**src/rtl/ctrl_pkg.sv**
```systemverilog
`default_nettype none
// ============================================================================
// Module      : ctrl_pkg
// Description : Shared defaults, index width and drain state encoding for the
//               result-drain path.
// Revision    : 1.0 - initial release
// ============================================================================
package ctrl_pkg;

  localparam int LANES_DEFAULT = 32;
  localparam int DW_DEFAULT    = 32;
  localparam int IDX_W         = $clog2(LANES_DEFAULT);

  typedef enum logic [0:0] {
    IDLE  = 1'b0,
    DRAIN = 1'b1
  } drain_state_e;

endpackage
`default_nettype wire

```
**src/rtl/rise_detect.sv**
```systemverilog
`default_nettype none
// ============================================================================
// Module      : rise_detect
// Description : Rising-edge detector on a level input. The edge only counts
//               once the input has been seen low since reset.
// Revision    : 1.0 - initial release
// ============================================================================
module rise_detect (
  input  logic clk,
  input  logic rstn,
  input  logic d,
  output logic rise
);

  logic r_d_q;
  logic r_armed;

  always_ff @(posedge clk or negedge rstn) begin
    if (!rstn) begin
      r_d_q   <= 1'b0;
      r_armed <= 1'b0;
    end else begin
      r_d_q <= d;
      // A level already high when reset is released must not look like an edge.
      if (!d) begin
        r_armed <= 1'b1;
      end
    end
  end

  assign rise = d & ~r_d_q & r_armed;

endmodule
`default_nettype wire

```
**src/rtl/ctrl_result_drain.sv**
```systemverilog
`default_nettype none
// ============================================================================
// Module      : ctrl_result_drain
// Description : Captures LANES parallel results on the controller's end edge
//               and serializes them one word per accepted ready/valid transfer.
// Revision    : 1.0 - initial release
// ============================================================================
module ctrl_result_drain
  import ctrl_pkg::*;
#(
  parameter int LANES = LANES_DEFAULT,
  parameter int DW    = DW_DEFAULT
) (
  input  logic                     clk,
  input  logic                     rstn,
  input  logic                     end_signal,
  input  logic [LANES*DW-1:0]      res_data,
  input  logic                     clr,
  output logic [DW-1:0]            out_data,
  output logic [$clog2(LANES)-1:0] out_idx,
  output logic                     out_valid,
  input  logic                     out_ready,
  output logic                     out_last,
  output logic                     busy,
  output logic                     done,
  output logic                     overrun
);

  localparam int            IW         = $clog2(LANES);
  localparam logic [IW-1:0] C_LAST_IDX = IW'(LANES - 1);

  drain_state_e  r_state;
  logic [IW-1:0] r_idx;
  logic [DW-1:0] r_out_data;
  logic          r_valid;
  logic          r_last;
  logic          r_done;
  logic          r_overrun;
  logic [DW-1:0] r_shadow [LANES];

  logic          w_rise;
  logic          w_capture;
  logic [IW-1:0] w_idx_inc;
  logic [DW-1:0] w_next_word;

  rise_detect u_rise_detect (
    .clk  (clk),
    .rstn (rstn),
    .d    (end_signal),
    .rise (w_rise)
  );

  assign w_capture   = (r_state == IDLE) & w_rise & ~clr;
  assign w_idx_inc   = r_idx + 1'b1;
  assign w_next_word = r_shadow[w_idx_inc];

  // Shadow buffer is plain flops with one muxed read port; contents are
  // meaningless until the first capture, so no reset.
  always_ff @(posedge clk) begin
    if (w_capture) begin
      for (int i = 0; i < LANES; i++) begin
        r_shadow[i] <= res_data[i*DW +: DW];
      end
    end
  end

  always_ff @(posedge clk or negedge rstn) begin
    if (!rstn) begin
      r_state    <= IDLE;
      r_idx      <= '0;
      r_out_data <= '0;
      r_valid    <= 1'b0;
      r_last     <= 1'b0;
      r_done     <= 1'b0;
      r_overrun  <= 1'b0;
    end else begin
      r_done <= 1'b0;
      if (clr) begin
        r_state    <= IDLE;
        r_idx      <= '0;
        r_out_data <= '0;
        r_valid    <= 1'b0;
        r_last     <= 1'b0;
        r_overrun  <= 1'b0;
      end else begin
        // An edge arriving while still draining, even on the final beat, is refused.
        if (w_rise && (r_state == DRAIN)) begin
          r_overrun <= 1'b1;
        end
        case (r_state)
          IDLE: begin
            if (w_capture) begin
              r_state    <= DRAIN;
              r_idx      <= '0;
              r_out_data <= res_data[DW-1:0];
              r_valid    <= 1'b1;
              r_last     <= 1'b0;
            end
          end
          DRAIN: begin
            if (out_ready) begin
              if (r_idx == C_LAST_IDX) begin
                r_state    <= IDLE;
                r_idx      <= '0;
                r_out_data <= '0;
                r_valid    <= 1'b0;
                r_last     <= 1'b0;
                r_done     <= 1'b1;
              end else begin
                r_idx      <= w_idx_inc;
                r_out_data <= w_next_word;
                r_last     <= (w_idx_inc == C_LAST_IDX);
              end
            end
          end
          default: begin
            r_state <= IDLE;
          end
        endcase
      end
    end
  end

  assign out_data  = r_out_data;
  assign out_idx   = r_idx;
  assign out_valid = r_valid;
  assign out_last  = r_last;
  assign busy      = (r_state == DRAIN);
  assign done      = r_done;
  assign overrun   = r_overrun;

endmodule
`default_nettype wire
```
**config.mk**
```make
export PLATFORM = sky130hd
export DESIGN_NAME = ctrl_result_drain
export DESIGN_NICKNAME = d
export VERILOG_FILES = /design/src/rtl/ctrl_pkg.sv /design/src/rtl/rise_detect.sv /design/src/rtl/ctrl_result_drain.sv
export SDC_FILE = /design/constraint.sdc
export NUM_CORES = 1
export LEC_CHECK = 0
export BUFFER_PORTS_ARGS = -buffer_cell sky130_fd_sc_hd__buf_4
export CORE_AREA = 2 2 419 421
export DETAILED_ROUTE_END_ITERATION = 8
export DIE_AREA = 0 0 421 423
export HOLD_SLACK_MARGIN = 0.08
export PLACE_DENSITY = 0.4
export SLEW_MARGIN = 20
export SYNTH_ARGS = -nofsm -noshare
export SYNTH_HDL_FRONTEND = slang
export SYNTH_HIERARCHICAL = 1
export SYNTH_SLANG_ARGS = --single-unit
```
**constraint.sdc**
```tcl
create_clock -name clk -period 23.6 [get_ports clk]
set_input_delay 2.36 -clock clk [delete_from_list [all_inputs] [get_ports clk]]
set_output_delay 2.36 -clock clk [all_outputs]
set_load 0.02 [all_outputs]
```
==> reports/results.ini, run 1 <==
[status]
status = complete, no violations

[die]
chipHeight_um = 423
chipWidth_um = 421
core_um2 = 173000
ioPinCount = 1071
initial_core_util_pct = 23.6
die-area_um2 = 178000
num_rows = 153

[pwr]
pwr-share-seq_pct = 49.6
power.density_nw_per_um2 = 78.6
switchingPower_mw = 0.967
ir_worst_vdd_uv = 60.9
p_sw_share_pct = 22.1
clkPwrFrac_pct = 43.0
intPower_mw = 3.41
p_comb_share_pct = 7.4
p_leak_nw = 19.9
p_total_mw = 4.38

[synthesis]
synthCells = 1759
yosys.area.top_type = edfxtp_1
synth_cell_types = 35
synth_commonest_cells = edfxtp_1, mux4_2, mux2_2
syn_area_per_cell_um2 = 23.2
ys_seq_area_share_pct = 78.0
yosysTopAreaCellShare_pct = 75.3
synth_area_um2 = 40800
yosys_warnings = 6
syn_nets = 2791
ys_top_cells_by_area = edfxtp_1, mux4_2, dfrtp_1, mux2_2, mux2i_1
synth-seq-cells = 1068
synth_edf_count = 1024
synth_ff_type = edfxtp_1
yosysMostFrequentCell = edfxtp_1
ys_async_sr_fraction_pct = 4.12

[global_route]
grt_usage_pct = 17.5
antenna_found_initial = 31
busiest_layer = met2
grt.overflow.total = 0
use_met3_pct = 4.92
grt_pass1_wl_mm = 213
met2_usage_pct = 33.8
grt_max_degree = 187
grt_util_met1_pct = 18.2
grt_pass1_vias = 25305

[clocking]
cts_root_buf = clkbuf_16
cts_buffers = 130
cts_resized = 0
holdBufCountCts = 0
postCtsSetupBuffers = 0
clock_path_buffers = 3
htree_levels = 4
cts_tree = done
clk_pin_slew_ps = 50
worstSkewPairLatency_ps = 760
clock_sinks = 1068

[sta]
worst_slew_pin_slew_ps = 1160
setup_viol = 0
slew_headroom_pct = 22.8
fin_hold_ws_ps = 465
slew_violations = 0
rsz0062_at_grt = no
hold_violations = 0
period_needed_ps = 6360
period_share_pct = 27.0
worst_clock_skew_ps = 21.2
tns_ps = 0
fmax_ghz = 0.157

[routing]
wirelength_mm = 159
wire_per_inst_um = 29.8
drtIter0Drc = 1442
via_per_inst = 4.29
dr.pass1.iters = 5
num_vias = 22855
drc_errors = 0
ant_nets = 0

[worst_setup_path]
critPathMaxFanout = 175
criticalPathCategory = input port to flip-flop
cp.required_ps = 23970
end_kind = flip-flop
crit_path_start_kind = input port
cp_data_arrival_time_ps = 6730
worstReg2RegStart = out_idx[0]$_DFFE_PN0P_
startpoint = clr

[cells_and_area]
stdcell_count = 5331
nNetsFinal = 3932
num-fill-cells = 16758
layout-drive-gt1-share_pct = 54.3
syn_to_final_growth_pct = 36.4

[job]
maxCapViolCount = 0

[place]
placed_cells = 5091
io_buffer_count = 1070
dp_hpwl_mm = 120
place_congestion = 0.832

[min_path]
min-delay-start = u_rise_detect/r_armed$_DFFE_PN0N_
hp-class = flip-flop to flip-flop

metal layers:
layer / vias to the layer above / wire length, µm
li1: 9792 / -
met3: 189 / 9760
met4: 28 / 3140
met5: - / 169
met2: 785 / 90800
met1: 12061 / 54800
cell usage in the layout (no fill, tap or decap), types with 24 or more instances in the layout:
cell type and n:
a31oi_1 32, buf_4 1098, clkbuf_1 31, clkbuf_16 132, clkinv_1 24, dfrtp_1 43, edfxtp_1 1024, mux2_2 70
mux2i_1 59, mux4_2 256, nand2_1 42, nor2_1 39, o22a_1 26
critical path, stage by stage:
cell	delay, ps
buf_4	160
nor2_4	70
buf_4	550
and2_4	540
buf_16	330
buf_12	330
buf_16	440
buf_4	640
buf_12	570
stage by stage:
step	utilization, %	setup WS [ps]	instance area [µm²]
after floorplan	-	7280	40800
after global placement	29.8	16500	51700
after detailed placement	29.8	16300	51700
after CTS	32.1	17060	55600
after global routing	32.1	16830	55700
final	32.1	17240	55700
registers in the layout, summed over array words and instances (netlist names):
| signal | flops |
|---|---|
| busy | 1 |
| done | 1 |
| out_data | 32 |
| out_idx | 5 |
| out_last | 1 |
| out_valid | 1 |
| overrun | 1 |
| r_shadow | 1024 |
| u_rise_detect/r_armed | 1 |
| u_rise_detect/r_d_q | 1 |
logic make-up after synthesis:
kind of cell,count (synthesis),share of synthesized area (%)
compound gates,104,2.15
mux,385,17.5
simple gates,100,1.02
fa+ha+maj,3,0.0920
buf+inv,96,1.12
flops,1068,78.0
xor+xnor,3,0.0828
power groups by stage:
stage	clock (mW)	combinational (mW)	sequential, mW
after floorplan	0	0.103	2.24
after global placement	0	0.331	2.21
after detailed placement	0	0.334	2.21
after CTS	1.95	0.335	2.17
after global routing	2.02	0.349	2.17
final	1.88	0.325	2.17
worst paths after layout:
| check | endpoint | slack, ps | cells after the start |
|---|---|---|---|
| max in group asynchronous | out_idx[0]$_DFFE_PN0P_ | 21040 | 2 |
| min in group asynchronous | out_data[7]$_DFFE_PN0P_ | 1480 | 1 |
| hold reg to reg | u_rise_detect/r_armed$_DFFE_PN0N_ | 460 | 1 |
| setup reg to reg | out_data[29]$_DFFE_PN0P_ | 17490 | 11 |
| hold / removal | u_rise_detect/r_armed$_DFFE_PN0N_ | 460 | 1 |
| setup / recovery | r_shadow[19][22]$_DFFE_PP_ | 17240 | 9 |
layout make-up:
| class | count | area (µm²) | share of cell area [%] |
|---|---|---|---|
| antenna | 13 | 32.5 | 0.0584 |
| clock buffer | 165 | 3450 | 6.19 |
| clock inverter | 60 | 449 | 0.807 |
| inverter | 1 | 11.3 | 0.0202 |
| multi-input combinational | 595 | 8580 | 15.4 |
| sequential | 1068 | 31900 | 57.2 |
| tap | 2325 | 2910 | 5.23 |
| timing repair buffer | 1104 | 8380 | 15.1 |
(Power assumes the default switching activity.)
==> run 2: changes to the inputs <==
clock period = 5.5 ns   (was 23.6 ns; I/O delays follow)
==> run 2 against run 1 <==
Largest cell class unchanged; clock-buffer cell count shrank 16; global-route usage rose by 1.2 points; first-iteration DRC count grew 27%.
==> reports/results.ini, run 2 (same netlist as run 1, synthesis figures left out) <==
[status]
status = complete, no violations

[routing]
drc_errors = 0  ; unchanged
num_vias = 27188  ; +19%
via_per_inst = 4.24  ; -0.99%
wirelength_mm = 169  ; +6.8%
ant_nets = 0  ; unchanged
drtIter0Drc = 1837  ; +27%
dr.pass1.iters = 8  ; +3
wire_per_inst_um = 26.4  ; -11%

[clocking]
postCtsSetupBuffers = 0  ; unchanged
cts_buffers = 121  ; -6.9%
worstSkewPairLatency_ps = 770  ; about the same
clock_path_buffers = 3  ; unchanged
cts_root_buf = clkbuf_16
clock_sinks = 1068  ; unchanged
htree_levels = 3  ; -1
cts_tree = done
clk_pin_slew_ps = 70  ; +20 ps

[sta]
slew_headroom_pct = 26.3  ; +3.5 points
setup_viol = 0  ; unchanged
setup_slack_ps = 1450  ; -15790 ps
period_share_pct = 73.7
rsz0062_at_grt = no
fmax_ghz = 0.247
slew_violations = 0  ; unchanged
period_needed_ps = 4050
worst_clock_skew_ps = 60.7  ; +39.6 ps
hold_violations = 0  ; unchanged
worst_slew_pin_slew_ps = 1110  ; -52.4 ps

[cells_and_area]
syn_to_final_growth_pct = 62.4
num-fill-cells = 16119  ; -3.8%
layout-drive-gt1-share_pct = 40.9  ; -13 points
largest_reg_flops = 1024  ; unchanged
final_common_cell = buf_4
multi_input_area_um2 = 8590  ; about the same
seq_area_um2 = 31900  ; unchanged
final_cell_mix = buf_4, dlygate4sd3_1, edfxtp_1
largest_register = r_shadow
nNetsFinal = 4969  ; +26%
utilization_pct = 38.3  ; +6.1 points

[die]
chipWidth_um = 421  ; unchanged
initial_core_util_pct = 23.6  ; unchanged
chipHeight_um = 423  ; unchanged
core_um2 = 173000  ; unchanged
num_rows = 153  ; unchanged
die-area_um2 = 178000  ; unchanged
ioPinCount = 1071  ; unchanged

[global_route]
grt.overflow.total = 0  ; unchanged
grt_pass1_vias = 30576  ; +21%
grt_pass1_wl_mm = 233  ; +9.2%
antenna_found_initial = 57  ; +84%
grt_usage_pct = 18.6  ; +1.2 points
grt_max_degree = 135  ; -28%

[worst_setup_path]
end_kind = flip-flop
criticalPathCategory = flip-flop to flip-flop
timing.rr.end = out_data[28]$_DFFE_PN0P_
worstRegToRegCells = 7  ; -4
cp.required_ps = 6100  ; -17870 ps
crit_path_start_kind = flip-flop
critPathMaxFanout = 13  ; -93%
worstReg2RegStart = out_idx[1]$_DFFE_PN0P_
cp_data_arrival_time_ps = 4650  ; -2080 ps
r2r_slack_ps = 1450  ; -16040 ps

[place]
io_buffer_count = 1070  ; unchanged
dp_hpwl_mm = 124  ; +3.3%
pre_cts_slack_ps = 1340  ; -14960 ps
place_congestion = 0.847  ; +1.8%

[pwr]
ir_worst_vdd_uv = 273  ; +350%
power.density_nw_per_um2 = 295  ; +270%
p_leak_nw = 24.4  ; +22%
p_total_mw = 19.5  ; +350%

[job]
maxCapViolCount = 0  ; unchanged

[min_path]
hp-class = input port to asynchronous set/reset pin

==> run 2: worst max path at each step <==
stage                                 from                        to  slack, ps
floorplan                              clr  r_shadow[0][0]$_DFFE_PP_      -3080
CTS                 out_idx[1]$_DFFE_PN0P_  out_data[28]$_DFFE_PN0P_       1330
finish              out_idx[1]$_DFFE_PN0P_  out_data[28]$_DFFE_PN0P_       1450
global route        out_idx[1]$_DFFE_PN0P_  out_data[28]$_DFFE_PN0P_       1300
global placement    out_idx[0]$_DFFE_PN0P_  out_data[22]$_DFFE_PN0P_        780
detailed placement  out_idx[0]$_DFFE_PN0P_  out_data[28]$_DFFE_PN0P_       1340
==> run 2: layout make-up <==
class                   instances  area share (%)
well taps                    2325            4.39
inverters                       1          0.0170
clock buffers                 149            4.82
multi-input cells             595            13.0
diodes                         38           0.143
flip-flops and latches       1068            48.1
repair buffers               2150            28.5
clock inverters                79            1.11
==> run 2: power by group <==
group | leakage, nW | internal (mW) | switching (mW)
Clock | 1.93 | 4.67 | 3.43
Combinational | 12.5 | 1.23 | 0.873
Sequential | 9.91 | 9.22 | 0.0945
==> run 2: stage by stage <==
stage	cells	TNS [ps]	hold WS (ps)	cell area, µm²
CTS	6367	0	153	66200
global route	6403	0	210	66300
global placement	5107	0	443	51900
finish	6405	0	272	66300
detailed placement	5110	0	449	51900
floorplan	1759	-3152720	254	40900
==> run 2: worst max-delay path: stages, from the launching register on <==
cell	delay (ps)
dfrtp_1	460
ha_1	360
xor2_4	640
buf_4	420
mux4_2	560
mux2_2	310
a221oi_1	920
a31oi_1	190
==> run 2: metal layers <==
| metal | track usage (%) | wire, µm | vias to the layer above |
|---|---|---|---|
| li1 | - | - | 11933 |
| met2 | 35.6 | 94900 | 974 |
| met5 | 0 | 149 | - |
| met1 | 19.8 | 59700 | 13996 |
| met3 | 4.16 | 8820 | 261 |
| met4 | 6.75 | 5790 | 24 |
==> run 2: timing repair <==
action                    4_1_cts  5_1_grt
gates resized for setup         0        0
hold buffers                 1029        0
hold endpoints to repair     1049        0
==> run 3: changes to the inputs <==
ABC_AREA = 1   (was default)
CORE_AREA = 2 2 417 419   (was 2 2 419 421)
DIE_AREA = 0 0 419 421   (was 0 0 421 423)
PLACE_DENSITY = 0.42   (was 0.4)
clock period = 3.61 ns   (was 5.5 ns; I/O delays follow)
==> run 3 against run 2 <==
Routed wire length increased by 21%; worst setup slack got worse by 910 ps; register-to-register slack got worse by 910 ps; clock-buffer cell count increased by 18; total power increased by 63%; flip-flop and latch count unchanged; final area increased by 2.7%; global-route usage increased by 4.1 points; critical path depth increased by 3; clock skew decreased by 22 ps.
==> reports/results.ini, run 3 <==
[cells_and_area]
nNetsFinal = 6617  ; +33%
stdcell_count = 8054  ; +26%
final_cell_mix = buf_4, nand2_1, dlygate4sd3_1
largest_register = r_shadow
final_common_cell = buf_4
utilization_pct = 39.5  ; +1.2 points
layout-drive-gt1-share_pct = 23.7  ; -17 points
syn_to_final_growth_pct = 59.2
largest_reg_flops = 1024  ; unchanged

[worst_setup_path]
cp_num_buf_inv = 1  ; unchanged
worstSetupPathDepth = 10  ; +3
startpoint = out_idx[0]$_DFFE_PN0P_
crit_family = simple AND/OR/NAND/NOR gates
worstReg2RegStart = out_idx[0]$_DFFE_PN0P_
max_stage_delay_ps = 540  ; -380 ps
crit_top_cell = nand2_1
cp_slowest_cell = dfrtp_4
worstRegToRegCells = 10  ; +3
cp-endpoint = out_data[25]$_DFFE_PN0P_
criticalPathCategory = flip-flop to flip-flop
cp_data_arrival_time_ps = 3750  ; -900 ps
crit_path_start_kind = flip-flop
cp.required_ps = 4290  ; -1810 ps
timing.rr.end = out_data[25]$_DFFE_PN0P_
r2r_slack_ps = 540  ; -910 ps
critPathMaxFanout = 65  ; +52
worstPathCellList = ha_1 > nand2_1 > nor2_1 > ha_4 > buf_12 > nand3_1 > nand3_1 > nand2_1 > nand2_1 > a21oi_1
end_kind = flip-flop

[clocking]
cts_buffers = 132  ; +9.1%
clock_path_buffers = 3  ; unchanged
cts_root_buf = clkbuf_16
worstSkewPairLatency_ps = 800  ; +30 ps
clock_sinks = 1068  ; unchanged
clk_pin_slew_ps = 60  ; about the same
cts_tree = done
htree_levels = 4  ; +1
cts_resized = 0  ; unchanged

[pwr]
p_total_mw = 31.8  ; +63%
ir_worst_vdd_uv = 349  ; +28%
p_sw_share_pct = 25.9  ; +3.4 points
power.density_nw_per_um2 = 466  ; +58%
clkPwrFrac_pct = 40.8  ; -0.7 points
switchingPower_mw = 8.24  ; +87%
p_leak_nw = 26.4  ; +8.5%
p_comb_share_pct = 14.4  ; +3.6 points
intPower_mw = 23.5  ; +56%
pwr-share-seq_pct = 44.8  ; -2.9 points

[synthesis]
synth_area_um2 = 42800  ; +4.8%
ys_top_cells_by_area = edfxtp_1, nand3_1, nand2_1, dfrtp_1, buf_2
synth_ff_type = edfxtp_1
yosys.area.top_type = edfxtp_1
synth_cell_types = 21  ; -40%
synth_edf_count = 1024  ; unchanged
yosysTopAreaCellShare_pct = 71.9  ; -3.4 points
synthCells = 3496  ; +99%
syn_nets = 4528  ; +62%
syn_area_per_cell_um2 = 12.2  ; -47%
ys_seq_area_share_pct = 74.5  ; -3.6 points
synth-seq-cells = 1068  ; unchanged
yosys_warnings = 6  ; unchanged
synth_commonest_cells = nand2_1, edfxtp_1, nand3_1
ys_async_sr_fraction_pct = 4.12  ; unchanged
yosysMostFrequentCell = nand2_1

[place]
pre_cts_slack_ps = 407  ; -935 ps
dp_hpwl_mm = 145  ; +17%
place_congestion = 0.849  ; +0.20%
placed_cells = 6747  ; +32%
io_buffer_count = 1070  ; unchanged

[routing]
via_per_inst = 4.53  ; +6.7%
num_vias = 36469  ; +34%
drtIter0Drc = 2705  ; +47%
ant_nets = 0  ; unchanged
drc_errors = 0  ; unchanged
wirelength_mm = 205  ; +21%
wire_per_inst_um = 25.5  ; -3.6%
dr.pass1.iters = 6  ; -2

[sta]
hold_violations = 0  ; unchanged
worst_clock_skew_ps = 38.4  ; -22.3 ps
fmax_ghz = 0.326  ; +32%
setup_viol = 0  ; unchanged
period_needed_ps = 3070  ; -982 ps
period_share_pct = 85.0  ; +11 points
tns_ps = 0  ; unchanged
setup_slack_ps = 540  ; -908 ps
slew_violations = 0  ; unchanged
slew_headroom_pct = 35.2  ; +8.9 points
worst_slew_pin_slew_ps = 972  ; -134 ps
rsz0062_at_grt = no

[global_route]
grt.overflow.total = 0  ; unchanged
grt_pass1_wl_mm = 282  ; +21%
grt_pass1_vias = 38139  ; +25%
grt_max_degree = 138  ; +2.2%
antenna_found_initial = 51  ; -11%
grt_usage_pct = 22.7  ; +4.1 points

[die]
num_rows = 153  ; unchanged
ioPinCount = 1071  ; unchanged
chipWidth_um = 419  ; -0.48%
die-area_um2 = 176000  ; -0.95%
chipHeight_um = 421  ; -0.47%
core_um2 = 172000  ; -0.44%
initial_core_util_pct = 24.8  ; +1.2 points

[job]
maxCapViolCount = 0  ; unchanged

[status]
status = complete, no violations

[min_path]
hp-class = input port to asynchronous set/reset pin

-- run 3: repair_timing --
| item | 4_1_cts | 5_1_grt |
|---|---|---|
| hold buffers | 1029 | 0 |
| endpoints found under the hold margin | 1107 | 0 |
| buffers inserted | 0 | 0 |
-- run 3: kinds of logic (layout without fill, tap and decap cells) --
| group | count (synthesis) | in the layout | share of synthesized area [%] |
|---|---|---|---|
| buffers and inverters | 245 | 2434 | 3.24 |
| adders and majority gates | 3 | 3 | 0.0878 |
| xor gates and xnor gates | 1 | 1 | 0.0380 |
| and+or+nand+nor | 2107 | 2107 | 21.3 |
| DFF | 1068 | 1068 | 74.5 |
| other | 0 | 44 | 0 |
| AOI/OAI and AO/OA | 72 | 72 | 0.848 |
-- run 3: through the flow --
step | cell area, µm² | hold WS, ps
2_1_floorplan | 42800 | 65.4
3_3_place_gp | 53500 | 469
3_5_place_dp | 53500 | 473
4_1_cts | 68000 | 199
5_1_grt | 68100 | 208
6_report | 68100 | 188
-- run 3: routing by layer --
metal	up-vias	global-route usage (%)	part of all wire (%)
li1	16715	-	-
met1	18022	25.5	38
met2	1337	41.4	52
met3	383	3.63	4.8
met4	12	11.2	5.4
met5	-	0	0.034
-- run 3: power by group through the flow --
stage	Sequential (mW)	Clock, mW	Combinational, mW
after floorplan	14.7	0	1.45
after global placement	14.5	0	3.67
after detailed placement	14.5	0	3.66
after CTS	14.2	13.3	4.66
after global routing	14.3	13.7	4.92
final	14.2	12.9	4.58
-- run 3: final cells by class --
| type | instances | area (µm²) |
|---|---|---|
| fillers | 16619 | 104000 |
| flip-flops and latches | 1068 | 31900 |
| repair buffers | 2186 | 19400 |
| multi-input cells | 2183 | 9610 |
| clock buffers | 167 | 3500 |
| well taps | 2325 | 2910 |
| clock inverters | 67 | 642 |
| diodes | 44 | 110 |
| inverters | 14 | 78.8 |
-- run 3: how the worst min path moves through the flow --
stage | from | to | cells past startpoint
2_1_floorplan | rstn | busy$_DFF_PN0_ | 0
3_3_place_gp | u_rise_detect/r_armed$_DFFE_PN0N_ | u_rise_detect/r_armed$_DFFE_PN0N_ | 2
3_5_place_dp | u_rise_detect/r_armed$_DFFE_PN0N_ | u_rise_detect/r_armed$_DFFE_PN0N_ | 2
4_1_cts | rstn | out_data[28]$_DFFE_PN0P_ | 2
5_1_grt | rstn | out_data[1]$_DFFE_PN0P_ | 2
6_report | rstn | out_data[28]$_DFFE_PN0P_ | 2
